<file path="src/rtl/sapho_boot_ctrl.sv">
`default_nettype none
// ============================================================================
// Module      : sapho_boot_ctrl
// Description : Run controller for a SAPHO processor core.
//               - Accepts a program image over a byte-wide valid/ready stream:
//                 16-bit little-endian word count N, then N words of NBYTES
//                 bytes each, little-endian.
//               - Writes each assembled word into instruction memory.
//               - Holds the core in reset while loading, then releases it.
//               - Detects the halt loop (two consecutive fetches from
//                 halt_addr) and puts the core back into reset.
//               - Optional watchdog: define SAPHO_BOOT_WDOG_EN to build a RUN
//                 cycle counter that forces HALT and sets the sticky timeout.
// Ports       : clk, rst (async, active-high)
//               host_data/host_valid/host_ready : image byte stream
//               restart                         : re-run the loaded program
//               halt_addr, core_instr_addr      : halt detection
//               core_rst                        : core reset output
//               imem_we/imem_waddr/imem_wdata   : instruction memory write
//               running, halted, timeout        : status
// Revision    : 1.0 - initial release
// ============================================================================
module sapho_boot_ctrl #(
    parameter int NBINST      = 15,
    parameter int MINSTW      = 9,
    parameter int NBYTES      = (NBINST + 7) / 8,
    parameter int WDOG_CYCLES = 65536
) (
    input  logic              clk,
    input  logic              rst,
    input  logic [7:0]        host_data,
    input  logic              host_valid,
    output logic              host_ready,
    input  logic              restart,
    input  logic [MINSTW-1:0] halt_addr,
    input  logic [MINSTW-1:0] core_instr_addr,
    output logic              core_rst,
    output logic              imem_we,
    output logic [MINSTW-1:0] imem_waddr,
    output logic [NBINST-1:0] imem_wdata,
    output logic              running,
    output logic              halted,
    output logic              timeout
);

    localparam int c_IDX_W = (NBYTES > 1) ? $clog2(NBYTES) : 1;
    localparam int c_BUF_W = NBYTES * 8;

    typedef enum logic [2:0] {
        S_IDLE = 3'd0,
        S_HDR1 = 3'd1,
        S_LOAD = 3'd2,
        S_RUN  = 3'd3,
        S_HALT = 3'd4
    } state_t;

    state_t              r_state;
    logic                r_host_ready;
    logic                r_core_rst;
    logic                r_imem_we;
    logic [MINSTW-1:0]   r_imem_waddr;
    logic [NBINST-1:0]   r_imem_wdata;
    logic                r_running;
    logic                r_halted;
    logic [7:0]          r_count_lo;
    logic [15:0]         r_remaining;
    logic [MINSTW-1:0]   r_addr;
    logic [c_IDX_W-1:0]  r_byte_idx;
    logic [c_BUF_W-1:0]  r_buf;
    logic                r_match_prev;

    logic                w_accept;
    logic                w_match;
    logic                w_wdog_expired;
    logic [c_BUF_W-1:0]  w_assembled;

    assign w_accept = host_valid & r_host_ready;
    assign w_match  = (core_instr_addr == halt_addr);

    // Current word with the incoming byte dropped into its slot.
    always_comb begin
        w_assembled = r_buf;
        w_assembled[{r_byte_idx, 3'b000} +: 8] = host_data;
    end

    // Main sequencer. core_rst is only ever cleared from inside RUN, so every
    // entry into RUN keeps the core in reset for one extra cycle: this places
    // the final imem_we pulse strictly before the core's first fetch, and
    // gives restart its single-cycle reset pulse.
    always_ff @(posedge clk or posedge rst) begin
        if (rst) begin
            r_state      <= S_IDLE;
            r_host_ready <= 1'b0;
            r_core_rst   <= 1'b1;
            r_imem_we    <= 1'b0;
            r_imem_waddr <= '0;
            r_imem_wdata <= '0;
            r_running    <= 1'b0;
            r_halted     <= 1'b0;
            r_count_lo   <= '0;
            r_remaining  <= '0;
            r_addr       <= '0;
            r_byte_idx   <= '0;
            r_buf        <= '0;
            r_match_prev <= 1'b0;
        end else begin
            r_imem_we <= 1'b0;
            case (r_state)
                S_IDLE: begin
                    r_host_ready <= 1'b1;
                    if (w_accept) begin
                        r_count_lo <= host_data;
                        r_state    <= S_HDR1;
                    end
                end
                S_HDR1: begin
                    if (w_accept) begin
                        if ({host_data, r_count_lo} == 16'd0) begin
                            r_state      <= S_RUN;
                            r_running    <= 1'b1;
                            r_host_ready <= 1'b0;
                            r_match_prev <= 1'b0;
                        end else begin
                            r_remaining <= {host_data, r_count_lo};
                            r_addr      <= '0;
                            r_byte_idx  <= '0;
                            r_state     <= S_LOAD;
                        end
                    end
                end
                S_LOAD: begin
                    if (w_accept) begin
                        if (r_byte_idx == c_IDX_W'(NBYTES - 1)) begin
                            r_imem_we    <= 1'b1;
                            r_imem_waddr <= r_addr;
                            r_imem_wdata <= w_assembled[NBINST-1:0];
                            r_addr       <= r_addr + MINSTW'(1);
                            r_remaining  <= r_remaining - 16'd1;
                            r_byte_idx   <= '0;
                            if (r_remaining == 16'd1) begin
                                r_state      <= S_RUN;
                                r_running    <= 1'b1;
                                r_host_ready <= 1'b0;
                                r_match_prev <= 1'b0;
                            end
                        end else begin
                            r_buf      <= w_assembled;
                            r_byte_idx <= r_byte_idx + c_IDX_W'(1);
                        end
                    end
                end
                S_RUN: begin
                    // restart outranks both halt detection and the watchdog.
                    if (restart) begin
                        r_core_rst   <= 1'b1;
                        r_match_prev <= 1'b0;
                    end else if ((w_match && r_match_prev) || w_wdog_expired) begin
                        r_state      <= S_HALT;
                        r_core_rst   <= 1'b1;
                        r_running    <= 1'b0;
                        r_halted     <= 1'b1;
                        r_host_ready <= 1'b1;
                        r_match_prev <= 1'b0;
                    end else begin
                        r_core_rst   <= 1'b0;
                        r_match_prev <= w_match;
                    end
                end
                S_HALT: begin
                    // A restart coinciding with a host byte takes priority;
                    // the host is expected not to stream while restarting.
                    if (restart) begin
                        r_state      <= S_RUN;
                        r_running    <= 1'b1;
                        r_halted     <= 1'b0;
                        r_host_ready <= 1'b0;
                        r_match_prev <= 1'b0;
                    end else if (w_accept) begin
                        r_count_lo <= host_data;
                        r_halted   <= 1'b0;
                        r_state    <= S_HDR1;
                    end
                end
                default: begin
                    r_state      <= S_IDLE;
                    r_core_rst   <= 1'b1;
                    r_running    <= 1'b0;
                    r_halted     <= 1'b0;
                    r_host_ready <= 1'b1;
                end
            endcase
        end
    end

`ifdef SAPHO_BOOT_WDOG_EN
    localparam int c_WDOG_W = $clog2(WDOG_CYCLES + 1);

    logic [c_WDOG_W-1:0] r_wdog;
    logic                r_timeout;

    // Fires in the WDOG_CYCLES-th consecutive RUN cycle since entry/restart.
    assign w_wdog_expired = (r_state == S_RUN) && !restart &&
                            (r_wdog == c_WDOG_W'(WDOG_CYCLES - 1));

    always_ff @(posedge clk or posedge rst) begin
        if (rst) begin
            r_wdog    <= '0;
            r_timeout <= 1'b0;
        end else begin
            if ((r_state != S_RUN) || restart) begin
                r_wdog <= '0;
            end else begin
                r_wdog <= r_wdog + c_WDOG_W'(1);
            end
            if (w_wdog_expired) begin
                r_timeout <= 1'b1;
            end else if (w_accept && ((r_state == S_IDLE) || (r_state == S_HALT))) begin
                r_timeout <= 1'b0;
            end
        end
    end

    assign timeout = r_timeout;
`else
    logic w_unused_wdog;
    assign w_unused_wdog  = ^WDOG_CYCLES;
    assign w_wdog_expired = 1'b0;
    assign timeout        = 1'b0;
`endif

    assign host_ready = r_host_ready;
    assign core_rst   = r_core_rst;
    assign imem_we    = r_imem_we;
    assign imem_waddr = r_imem_waddr;
    assign imem_wdata = r_imem_wdata;
    assign running    = r_running;
    assign halted     = r_halted;

endmodule
`default_nettype wire
</file>
<file path="config.mk">
export PLATFORM = sky130hd
export DESIGN_NAME = sapho_boot_ctrl
export DESIGN_NICKNAME = d
export VERILOG_FILES = /design/src/rtl/sapho_boot_ctrl.sv
export SDC_FILE = /design/constraint.sdc
export NUM_CORES = 1
export LEC_CHECK = 0
export ABC_AREA = 0
export BUFFER_PORTS_ARGS = -buffer_cell sky130_fd_sc_hd__buf_2
export CAP_MARGIN = 20
export CORE_UTILIZATION = 35
export CTS_BUF_LIST = sky130_fd_sc_hd__clkbuf_16
export CTS_CLUSTER_SIZE = 20
export DETAILED_ROUTE_END_ITERATION = 10
export PLACE_DENSITY_LB_ADDON = 0.15
export SLEW_MARGIN = 20
export SYNTH_ARGS = -nofsm -noshare
export SYNTH_HDL_FRONTEND = slang
export SYNTH_SLANG_ARGS = --single-unit
</file>
<file path="constraint.sdc">
create_clock -name clk -period 2.7 [get_ports clk]
set_input_delay 0 -clock clk [delete_from_list [all_inputs] [get_ports clk]]
set_output_delay 0 -clock clk [all_outputs]
set_load 0.05 [all_outputs]
</file>
==> results of run 1 <==
==> worst register-to-register path, stage by stage (launching register included) <==
cell and delay, ns:
dfrtp_1 0.46, inv_1 0.09, ha_1 0.17, or3b_2 0.50, or3_1 0.39, nor3_1 0.26, o2bb2ai_1 0.16, a21oi_1 0.08
==> logic make-up after synthesis <==
| logic type | Yosys count | share of synthesized area (%) |
|---|---|---|
| simple gates | 171 | 22.21 |
| buf+inv | 27 | 3.148 |
| compound gates | 86 | 14.52 |
| fa+ha+maj | 3 | 1.016 |
| xor+xnor | 14 | 3.318 |
| flops | 75 | 50.81 |
| mux | 16 | 4.875 |
| other cells | 1 | 0.1015 |
==> cell type report <==
cell class	count	area [um2]	share of cell area (%)
Sequential cell	75	1878	41.11
Clock buffer	9	225.2	4.930
Timing Repair Buffer	76	462.9	10.13
Multi-Input combinational cell	291	1702	37.25
Inverter	10	37.54	0.8217
Clock inverter	7	92.59	2.027
Tap cell	136	170.2	3.725
==> timing repair <==
| item | CTS | global route |
|---|---|---|
| hold endpoints to repair | 92 | 0 |
| hold buffers | 10 | 0 |
| resized for setup | 0 | 0 |
==> layer usage <==
layer  vias up  GRT usage (%)
li1       1528              -
met1      1454          23.74
met2        73          25.54
met3        11          2.870
met4         0          7.344
met5         -              0
==> sequential cells by signal, summed over array words and instances, names as in the netlist <==
name / flops
imem_wdata: 15
imem_we: 1
r_state: 3
r_count_lo: 8
r_match_prev: 1
host_ready: 1
halted: 1
r_remaining: 16
r_addr: 9
r_byte_idx: 1
imem_waddr: 9
r_buf: 8
running: 1
core_rst: 1
==> power by group through the flow <==
stage                     Combinational, mW  Clock, mW  Sequential (mW)
after floorplan                      0.0359          0             1.14
after global placement               0.0816          0             1.14
after detailed placement             0.0827          0             1.14
after CTS                            0.0937       1.31             1.12
after global routing                  0.102       1.35             1.12
final                                0.0906       1.27             1.12
==> cell usage after synthesis (all sizes together), types with 2 or more instances <==
master,instances,share of area (%)
nand2,98,10
dfrtp,74,50
o21ai,27,3.7
a21oi,24,3.2
nor2,19,1.9
mux2,16,4.9
nor3,11,1.8
nor4,11,2.0
inv,10,1.0
clkbuf,9,0.91
xor2,9,2.1
buf,8,1.2
nand3,7,1.3
or3,6,1.0
nand4,5,1.0
xnor2,5,1.2
a21o,3,0.61
a22oi,3,0.61
a2bb2oi,3,0.71
a31oi,3,0.51
ha,3,1.0
o211ai,3,0.61
o21a,3,0.61
o22ai,3,0.51
o2bb2ai,3,0.71
a22o,2,0.47
and2,2,0.34
nand2b,2,0.34
o221a,2,0.61
o22a,2,0.47
o311ai,2,0.47
or2,2,0.34
==> final timing paths <==
check | from | endpoint | slack, ns | cells past startpoint
min | core_instr_addr[1] | r_match_prev$_DFFE_PP0P_ | 0.13 | 5
max in group asynchronous | rst | core_rst$_DFFE_PP1N_ | 2.04 | 4
min reg2reg | r_buf[0]$_DFFE_PP0P_ | imem_wdata[0]$_DFFE_PP0P_ | 0.46 | 2
min in group asynchronous | rst | imem_wdata[6]$_DFFE_PP0P_ | 0.30 | 4
max reg2reg | r_remaining[0]$_DFFE_PP0P_ | r_remaining[12]$_DFFE_PP0P_ | 0.46 | 7
max | r_remaining[0]$_DFFE_PP0P_ | r_remaining[12]$_DFFE_PP0P_ | 0.46 | 7
==> stage by stage <==
step / util (%) / cells / setup slack [ns] / power (mW) / hold slack [ns]
6_report: 44.45 / 604 / 0.4569 / 2.488 / 0.1255
2_1_floorplan: - / 393 / 0.5869 / 1.181 / 0.1054
4_1_cts: 44.45 / 604 / 0.4642 / 2.531 / 0.1330
3_3_place_gp: 40.38 / 578 / 0.5233 / 1.226 / 0.1245
5_1_grt: 44.45 / 604 / 0.3154 / 2.580 / 0.1772
3_5_place_dp: 40.38 / 578 / 0.4666 / 1.227 / 0.1346
==> run metrics, run 1 <==
status finished, final reports clean; # setup viols final 0; Yosys reg bits 75; Pleak ~2.3 nW; Longest Clk Path Bufs 2; Max-slew headroom about three fifths; IO Pins 60; clock latency on the worst-skew pair 0.33 ns; delay-heaviest family, CP simple AND/OR/NAND/NOR gates; worst path arrival time ~2.4 ns; final period utilization between 80 and 90%; Fill cells roughly 1000; Sw Pwr 0.5212 mW; WP data required slightly below 3 ns; most common cell after layout, fill and taps aside nand2_1; routability cong. 0.8287; post-DR vias/cell between 5 and 6; Reg power frac between 40 and 50%; Initial DRT Pass Iterations 4; routed wl met2 3.905 mm; vias in the first global route a little under 3000; top_reg_cell synth dfrtp_1; worst hold path class input port to flop; worst path cell trace inv_1, ha_1, or3b_2, or3_1, nor3_1, o2bb2ai_1, a21oi_1; Final ANT Viol Nets 0; worst-margin pin slew between 0.5 and 0.6 ns; initial DRC count between 100 and 150; Synth Instances ~400; Slew Viols, Final 0; number of synthesized flops with an enable pin 0; Mapped Area between 0.003 and 0.004 mm2; Worst Setup Start Kind flop; CTS tree yes; fin crit period between 2 and 2.5 ns; final clock skew ~0.0047 ns; M1 WL approximately 4.4 mm; Area Overhead vs Synth 23.60%; Internal just under 2 mW; worst-path fanout max 8; Clock Power Share between 50% and 60%; CP max stage delay approximately 0.50 ns; unrepaired setup endpoints after global routing no; worst path bufs/invs 1; CTS Sinks 75; asr flop ratio synth 100.0%; clk root buf clkbuf_16; Crit Path Category flop to flop; initial antenna violation count 0; largest net degree at the start of global routing 76; Die ar. roughly 0.011 mm2; first-pass GRT wire length 14.61 mm; DRC viols 0; final WL between 8 and 9 mm; post-layout net count just under 500; setup tns final 0 ns; hpwl dp just under 6 mm; Rows 37; Ys Warns 0; Initial Util between 30% and 40%; port buffer count between 50 and 60; antenna cell count 0; final-report hold violation count 0; Tot GR Track Use approximately 17%; switching share of power between 20% and 30%; part of the power in combinational logic between 3 and 4%; Syn Nets approximately 430; Critical Path End Type flop; Die Height ~100 um; maxcap violations 0; uppermost layer routed met4; DR vias 3066; CTS buffer count 9; Design Area, Final 0.004568 mm2; Die W around 100 um; WL met3 roughly 300 um; FMAX roughly 450 MHz; Unique masters post-synth between 50 and 60; Cell Area, Placed about 0.0042 mm2; sequential share of the synthesized area between 50% and 60%; htree depth 3; worst IR drop on VDD a little under 0.3 mV; CP max-delay cell or3b_2; drt wl/cell 14.46 um; Clk pin slew, worst setup/hold paths roughly 0.060 ns; most frequent cells in the layout nand2_1 (98), dfrtp_1 (74), buf_2 (58); syn avg cell area 9.405 um2; CORE AREA 0.01028 mm2; total setup buffers inserted after CTS 0; total grt overflow 0; power per cell area about 540 mW/mm2; layout cells sized above 1 between 20% and 30%
Power figures use the tool's default switching activity.
==> inputs of run 2 (changes only) <==
==> constraint.sdc (replaced) <==
create_clock -name clk -period 2.3 [get_ports clk]
set_input_delay 0 -clock clk [delete_from_list [all_inputs] [get_ports clk]]
set_output_delay 0 -clock clk [all_outputs]
set_load 0.05 [all_outputs]
==> run 2 against run 1 <==
First-iteration DRC count up 72%. Largest cell class unchanged. Combinational power up 16%. Via count up 0.20%. Sequential share of layout area down 0.30 points.
==> run metrics, run 2 (same netlist as run 1, synthesis figures left out) <==
Hold WS 0.1336 ns (was 0.1255 ns); power per cell area 630.0 mW/mm2 (was 544.7 mW/mm2); post-DR vias/cell 5.061 (was 5.076); placed cell count 581 (was 578); Initial Util 35.96% (unchanged); CTS tree yes (unchanged); Slew Viols, Final 0 (unchanged); Rows 37 (unchanged); CTS Sinks 75 (unchanged); first-pass GRT wire length 14.11 mm (was 14.61 mm); maxcap violations 0 (unchanged); final period utilization 92.14% (was 83.08%); Non-Filler Instances 607 (was 604); Longest Clk Path Bufs 2 (unchanged); Final ANT Viol Nets 0 (unchanged); Tot GR Track Use 16.38% (was 16.89%); post-layout net count 499 (was 496); most frequent cells in the layout nand2_1 (98), dfrtp_1 (74), buf_2 (58) (unchanged); CTS buffer count 9 (unchanged); CORE AREA 0.01028 mm2 (unchanged); final-report hold violation count 0 (unchanged); WP data required 2.52 ns (was 2.89 ns); routability cong. 0.8249 (was 0.8287); setup tns final 0 ns (unchanged); Largest Register r_remaining (unchanged); Area Overhead vs Synth 24.51% (was 23.60%); final WL 8.404 mm (was 8.736 mm); unrepaired setup endpoints after global routing no (unchanged); port buffer count 58 (unchanged); Crit Path Category flop to flop (unchanged); initial antenna violation count 0 (unchanged); Worst Setup Start Kind flop (unchanged); Die ar. 0.01097 mm2 (unchanged); Clk pin slew, worst setup/hold paths 0.06 ns (about the same); vias in the first global route 2801 (was 2957); hpwl dp 5.683 mm (was 5.933 mm); drt wl/cell 13.85 um (was 14.46 um); fin crit period 2.119 ns (was 2.243 ns); initial DRC count 218 (was 127); IO Pins 60 (unchanged); most common cell after layout, fill and taps aside nand2_1 (unchanged); CP max stage delay 0.43 ns (was 0.50 ns); Pleak 2.313 nW (was 2.283 nW); Critical Path End Type flop (unchanged); clock latency on the worst-skew pair 0.34 ns (was 0.33 ns); CP max-delay cell nor4_1 (was or3b_2); status finished, final reports clean (unchanged); largest net degree at the start of global routing 76 (unchanged); antenna cell count 0 (unchanged); worst-path fanout max 6 (was 8); worst path cell trace nor4_1, nand4_1, or3_1, a31o_2, o221a_2 (was inv_1, ha_1, or3b_2, or3_1, nor3_1, o2bb2ai_1, a21oi_1); Die W 104.8 um (unchanged); total grt overflow 0 (unchanged); total power 2.899 mW (was 2.488 mW); htree depth 3 (unchanged); final core utilization 44.78% (was 44.45%); DR vias 3072 (was 3066); FMAX 471.9 MHz (was 445.8 MHz); final clock skew 0.004357 ns (was 0.004673 ns); max FFs per register 16 (unchanged); clk root buf clkbuf_16 (unchanged); layout cells sized above 1 24.42% (was 23.72%); Die Height 104.8 um (unchanged); worst hold path class input port to flop (unchanged); DRC viols 0 (unchanged); Initial DRT Pass Iterations 4 (unchanged); # setup viols final 0 (unchanged); worst path arrival time 2.34 ns (was 2.44 ns); worst IR drop on VDD 0.3563 mV (was 0.2946 mV)
run 2: cell types whose count changed in the layout (fill, tap and decap cells not counted):
cell and delta:
buf_4 +3, clkinvlp_4 -2, inv_1 +2, nor3_1 -1
nor3_2 +1, nor4_1 -1, nor4_2 +1, or3_1 -1
or3_4 +1, or3b_2 -1, or3b_4 +1
run 2: area by class of cell:
type / instances / area [um2]
fill: 1020 / 5675
sequential: 75 / 1878
multi-input combinational: 291 / 1720
timing repair buffer: 79 / 485.5
clock buffer: 9 / 225.2
tap: 136 / 170.2
clock inverter: 7 / 85.08
inverter: 10 / 37.54
run 2: worst max-delay path, delay by kind of cell (launching register included):
family          cells  cell delay (ns)
simple gates        3             1.19
flops               1             0.42
compound gates      2             0.39
run 2: report_power, final:
group	total [mW]	internal, mW	switching (mW)	leakage (nW)
clock	1.47	0.938	0.537	0.159
sequential	1.32	1.32	0	1.02
combinational	0.105	0.0440	0.0606	1.13
run 2: final timing paths:
path                                           startpoint                         end  slack (ns)  cells past startpoint
worst min-delay path                   core_instr_addr[1]    r_match_prev$_DFFE_PP0P_        0.13                      5
max in group asynchronous                             rst        core_rst$_DFFE_PP1N_        1.65                      4
worst max register to register  r_count_lo[4]$_DFFE_PP0P_      host_ready$_DFFE_PP0P_        0.18                      5
worst max-delay path            r_count_lo[4]$_DFFE_PP0P_      host_ready$_DFFE_PP0P_        0.18                      5
min in group asynchronous                             rst  imem_wdata[14]$_DFFE_PP0P_        0.29                      4
worst min register to register       r_buf[0]$_DFFE_PP0P_   imem_wdata[0]$_DFFE_PP0P_        0.46                      2
run 2: repair_timing:
item                                    CTS  global route
endpoints found under the setup margin    0             3
gates resized for setup                   0             4
buffers inserted                          0             0
endpoints found under the hold margin    93             0
hold buffers                             10             0
run 2: per-layer routing:
layer / global-route usage, % / vias to the layer above / wire, um
met5: 0 / - / 0
met4: 8.753 / 0 / 166
met3: 2.433 / 11 / 328
met2: 24.17 / 86 / 3761
met1: 23.10 / 1450 / 4148
li1: - / 1525 / -
run 2: through the flow:
stage          instance area [um2]  worst slack [ns]
6_report                      4602            0.1808
5_1_grt                       4602           0.03093
4_1_cts                       4583            0.1349
3_5_place_dp                  4173            0.1423
3_3_place_gp                  4173            0.1842
2_1_floorplan                 3696            0.1869
==> inputs of run 3 (changes only) <==
--- a/config.mk
+++ b/config.mk
@@ -13,6 +13,7 @@
 export CTS_CLUSTER_SIZE = 20
 export DETAILED_ROUTE_END_ITERATION = 10
 export PLACE_DENSITY_LB_ADDON = 0.15
+export REMOVE_ABC_BUFFERS = 1
 export SLEW_MARGIN = 20
 export SYNTH_ARGS = -nofsm -noshare
 export SYNTH_HDL_FRONTEND = slang
==> run 3 against run 2 <==
Clock power rose by 18%. Maximum frequency fell by 0.26%. Clock-buffer cell count did not move. Via count rose by 2.0%. Combinational power rose by 6%. Worst hold slack got worse by 0.0025 ns. Non-clock buffer count rose by 5. First-iteration DRC count fell by 35%. Global-route usage rose by 0.78 points. Critical path depth rose by 1.
==> run metrics, run 3 (same netlist as run 1, synthesis figures left out) <==
status finished, final reports clean (unchanged); port buffer count 58 (unchanged); max FFs per register 16 (unchanged); Initial Util 35.96% (unchanged); Final WS setup 0.1752 ns (was 0.1808 ns); CTS tree yes (unchanged); Clk pin slew, worst setup/hold paths 0.06 ns (about the same); hpwl dp 6.138 mm (was 5.683 mm); worst-path fanout max 15 (was 6); WP data required 2.52 ns (about the same); unrepaired setup endpoints after global routing no (unchanged); Critical Path End Type flop (unchanged); most common cell after layout, fill and taps aside nand2_1 (unchanged); largest net degree at the start of global routing 36 (was 76); CTS buffer count 9 (unchanged); initial DRC count 142 (was 218); initial antenna violation count 0 (unchanged); worst-margin pin slew just under 0.7 ns; Area Overhead vs Synth 26.91% (was 24.51%); Longest Clk Path Bufs 2 (unchanged); Worst Setup Start Kind flop (unchanged); Final ANT Viol Nets 0 (unchanged); most frequent cells in the layout nand2_1 (98), dfrtp_1 (74), buf_2 (58) (unchanged); power per cell area 672.8 mW/mm2 (was 630.0 mW/mm2); # setup viols final 0 (unchanged); fin crit period 2.125 ns (was 2.119 ns); worst slack at placement 0.07318 ns (was 0.1423 ns); IO Pins 60 (unchanged); CP endpoint r_remaining[14]$_DFFE_PP0P_ (was host_ready$_DFFE_PP0P_); post-DR vias/cell 5.121 (was 5.061); R2R depth 6 (was 5); total power 3.156 mW (was 2.899 mW); final WL 8.892 mm (was 8.404 mm); Rows 37 (unchanged); drt wl/cell 14.53 um (was 13.85 um); Die Height 104.8 um (unchanged); FMAX 470.6 MHz (was 471.9 MHz); antenna cell count 0 (unchanged); Crit Path Category flop to flop (unchanged); Die W 104.8 um (unchanged); htree depth 3 (unchanged); final period utilization 92.38% (was 92.14%); DR vias 3134 (was 3072); DRC viols 0 (unchanged); final-report hold violation count 0 (unchanged); Max-slew headroom 54.68%; total grt overflow 0 (unchanged); CORE AREA 0.01028 mm2 (unchanged); Initial DRT Pass Iterations 4 (unchanged); Pleak 2.359 nW (was 2.313 nW); post-layout net count 504 (was 499); final clock skew 0.007004 ns (was 0.004357 ns); Slew Viols, Final 0 (unchanged); Fill cells 1041 (was 1020); end of the worst register-to-register path r_remaining[14]$_DFFE_PP0P_ (was host_ready$_DFFE_PP0P_); routability cong. 0.8127 (was 0.8249); reg-to-reg slack, setup 0.18 ns (about the same); first-pass GRT wire length 14.89 mm (was 14.11 mm); CTS Sinks 75 (unchanged); worst path arrival time 2.35 ns (was 2.34 ns); clk root buf clkbuf_16 (unchanged); worst hold path class input port to flop (unchanged); maxcap violations 0 (unchanged); clock latency on the worst-skew pair 0.33 ns (was 0.34 ns); layout cells sized above 1 25.42% (was 24.42%); Die ar. 0.01097 mm2 (unchanged); worst IR drop on VDD 0.2948 mV (was 0.3563 mV); Tot GR Track Use 17.15% (was 16.38%); Crit Reg-Reg Startpoint r_state[1]$_DFFE_PP0P_ (was r_count_lo[4]$_DFFE_PP0P_); Worst Setup SP r_state[1]$_DFFE_PP0P_ (was r_count_lo[4]$_DFFE_PP0P_); Largest Register r_remaining (unchanged); vias in the first global route 2974 (was 2801)
==> run 3: per-stage QoR <==
step	TNS (ns)	area, um2	instances	hold slack [ns]	util (%)
finish	0	4691	612	0.1311	45.64
global route	0	4691	612	0.1901	45.64
CTS	0	4677	612	0.1363	45.51
detailed placement	0	4210	586	0.1426	40.97
global placement	0	4210	586	0.1375	40.97
floorplan	-3.378	3617	376	0.1054	-
==> run 3: what timing repair did <==
action                                  in CTS  in global routing
endpoints found under the hold margin       39                  0
endpoints found under the setup margin       0                  1
gates resized for setup                      0                  3
setup buffers                                0                  0
hold buffers                                10                  0
==> run 3: power by group <==
part | total (mW) | internal (mW) | switching (mW)
registers | 1.32 | 1.32 | 0
logic | 0.111 | 0.0460 | 0.0647
clock network | 1.73 | 1.17 | 0.556
total | 3.16 | 2.53 | 0.621
==> run 3: layer usage <==
metal,wire (um),GRT usage (%),vias to the layer above
li1,-,-,1536
met2,4073,27.06,92
met4,93,4.326,0
met1,4318,23.69,1496
met5,0,0,-
met3,407,4.055,10
==> run 3: cell type report <==
cell class,count,area [um2],area share (%)
flip-flops and latches,75,1878,40.04
multi-input cells,291,1715,36.57
repair buffers,84,523.0,11.15
clock buffers,9,225.2,4.801
well taps,136,170.2,3.628
clock inverters,7,141.4,3.014
inverters,10,37.54,0.8002
==> run 3: worst min path at each step <==
| stage | startpoint | end | slack, ns | cells after the start |
|---|---|---|---|---|
| after floorplan | host_data[2] | imem_wdata[10]$_DFFE_PP0P_ | 0.11 | 2 |
| after global placement | rst | imem_wdata[8]$_DFFE_PP0P_ | 0.14 | 2 |
| after detailed placement | rst | imem_wdata[8]$_DFFE_PP0P_ | 0.14 | 2 |
| after CTS | core_instr_addr[1] | r_match_prev$_DFFE_PP0P_ | 0.14 | 5 |
| after global routing | core_instr_addr[1] | r_match_prev$_DFFE_PP0P_ | 0.19 | 5 |
| final | core_instr_addr[1] | r_match_prev$_DFFE_PP0P_ | 0.13 | 5 |
==> run 3: worst max-delay path: stages, from the launching register on <==
cell,delay [ns]
dfrtp_1,0.53
nor3b_4,0.30
nand3_4,0.10
inv_2,0.22
a21o_1,0.44
o21ai_0,0.17
a22o_1,0.25
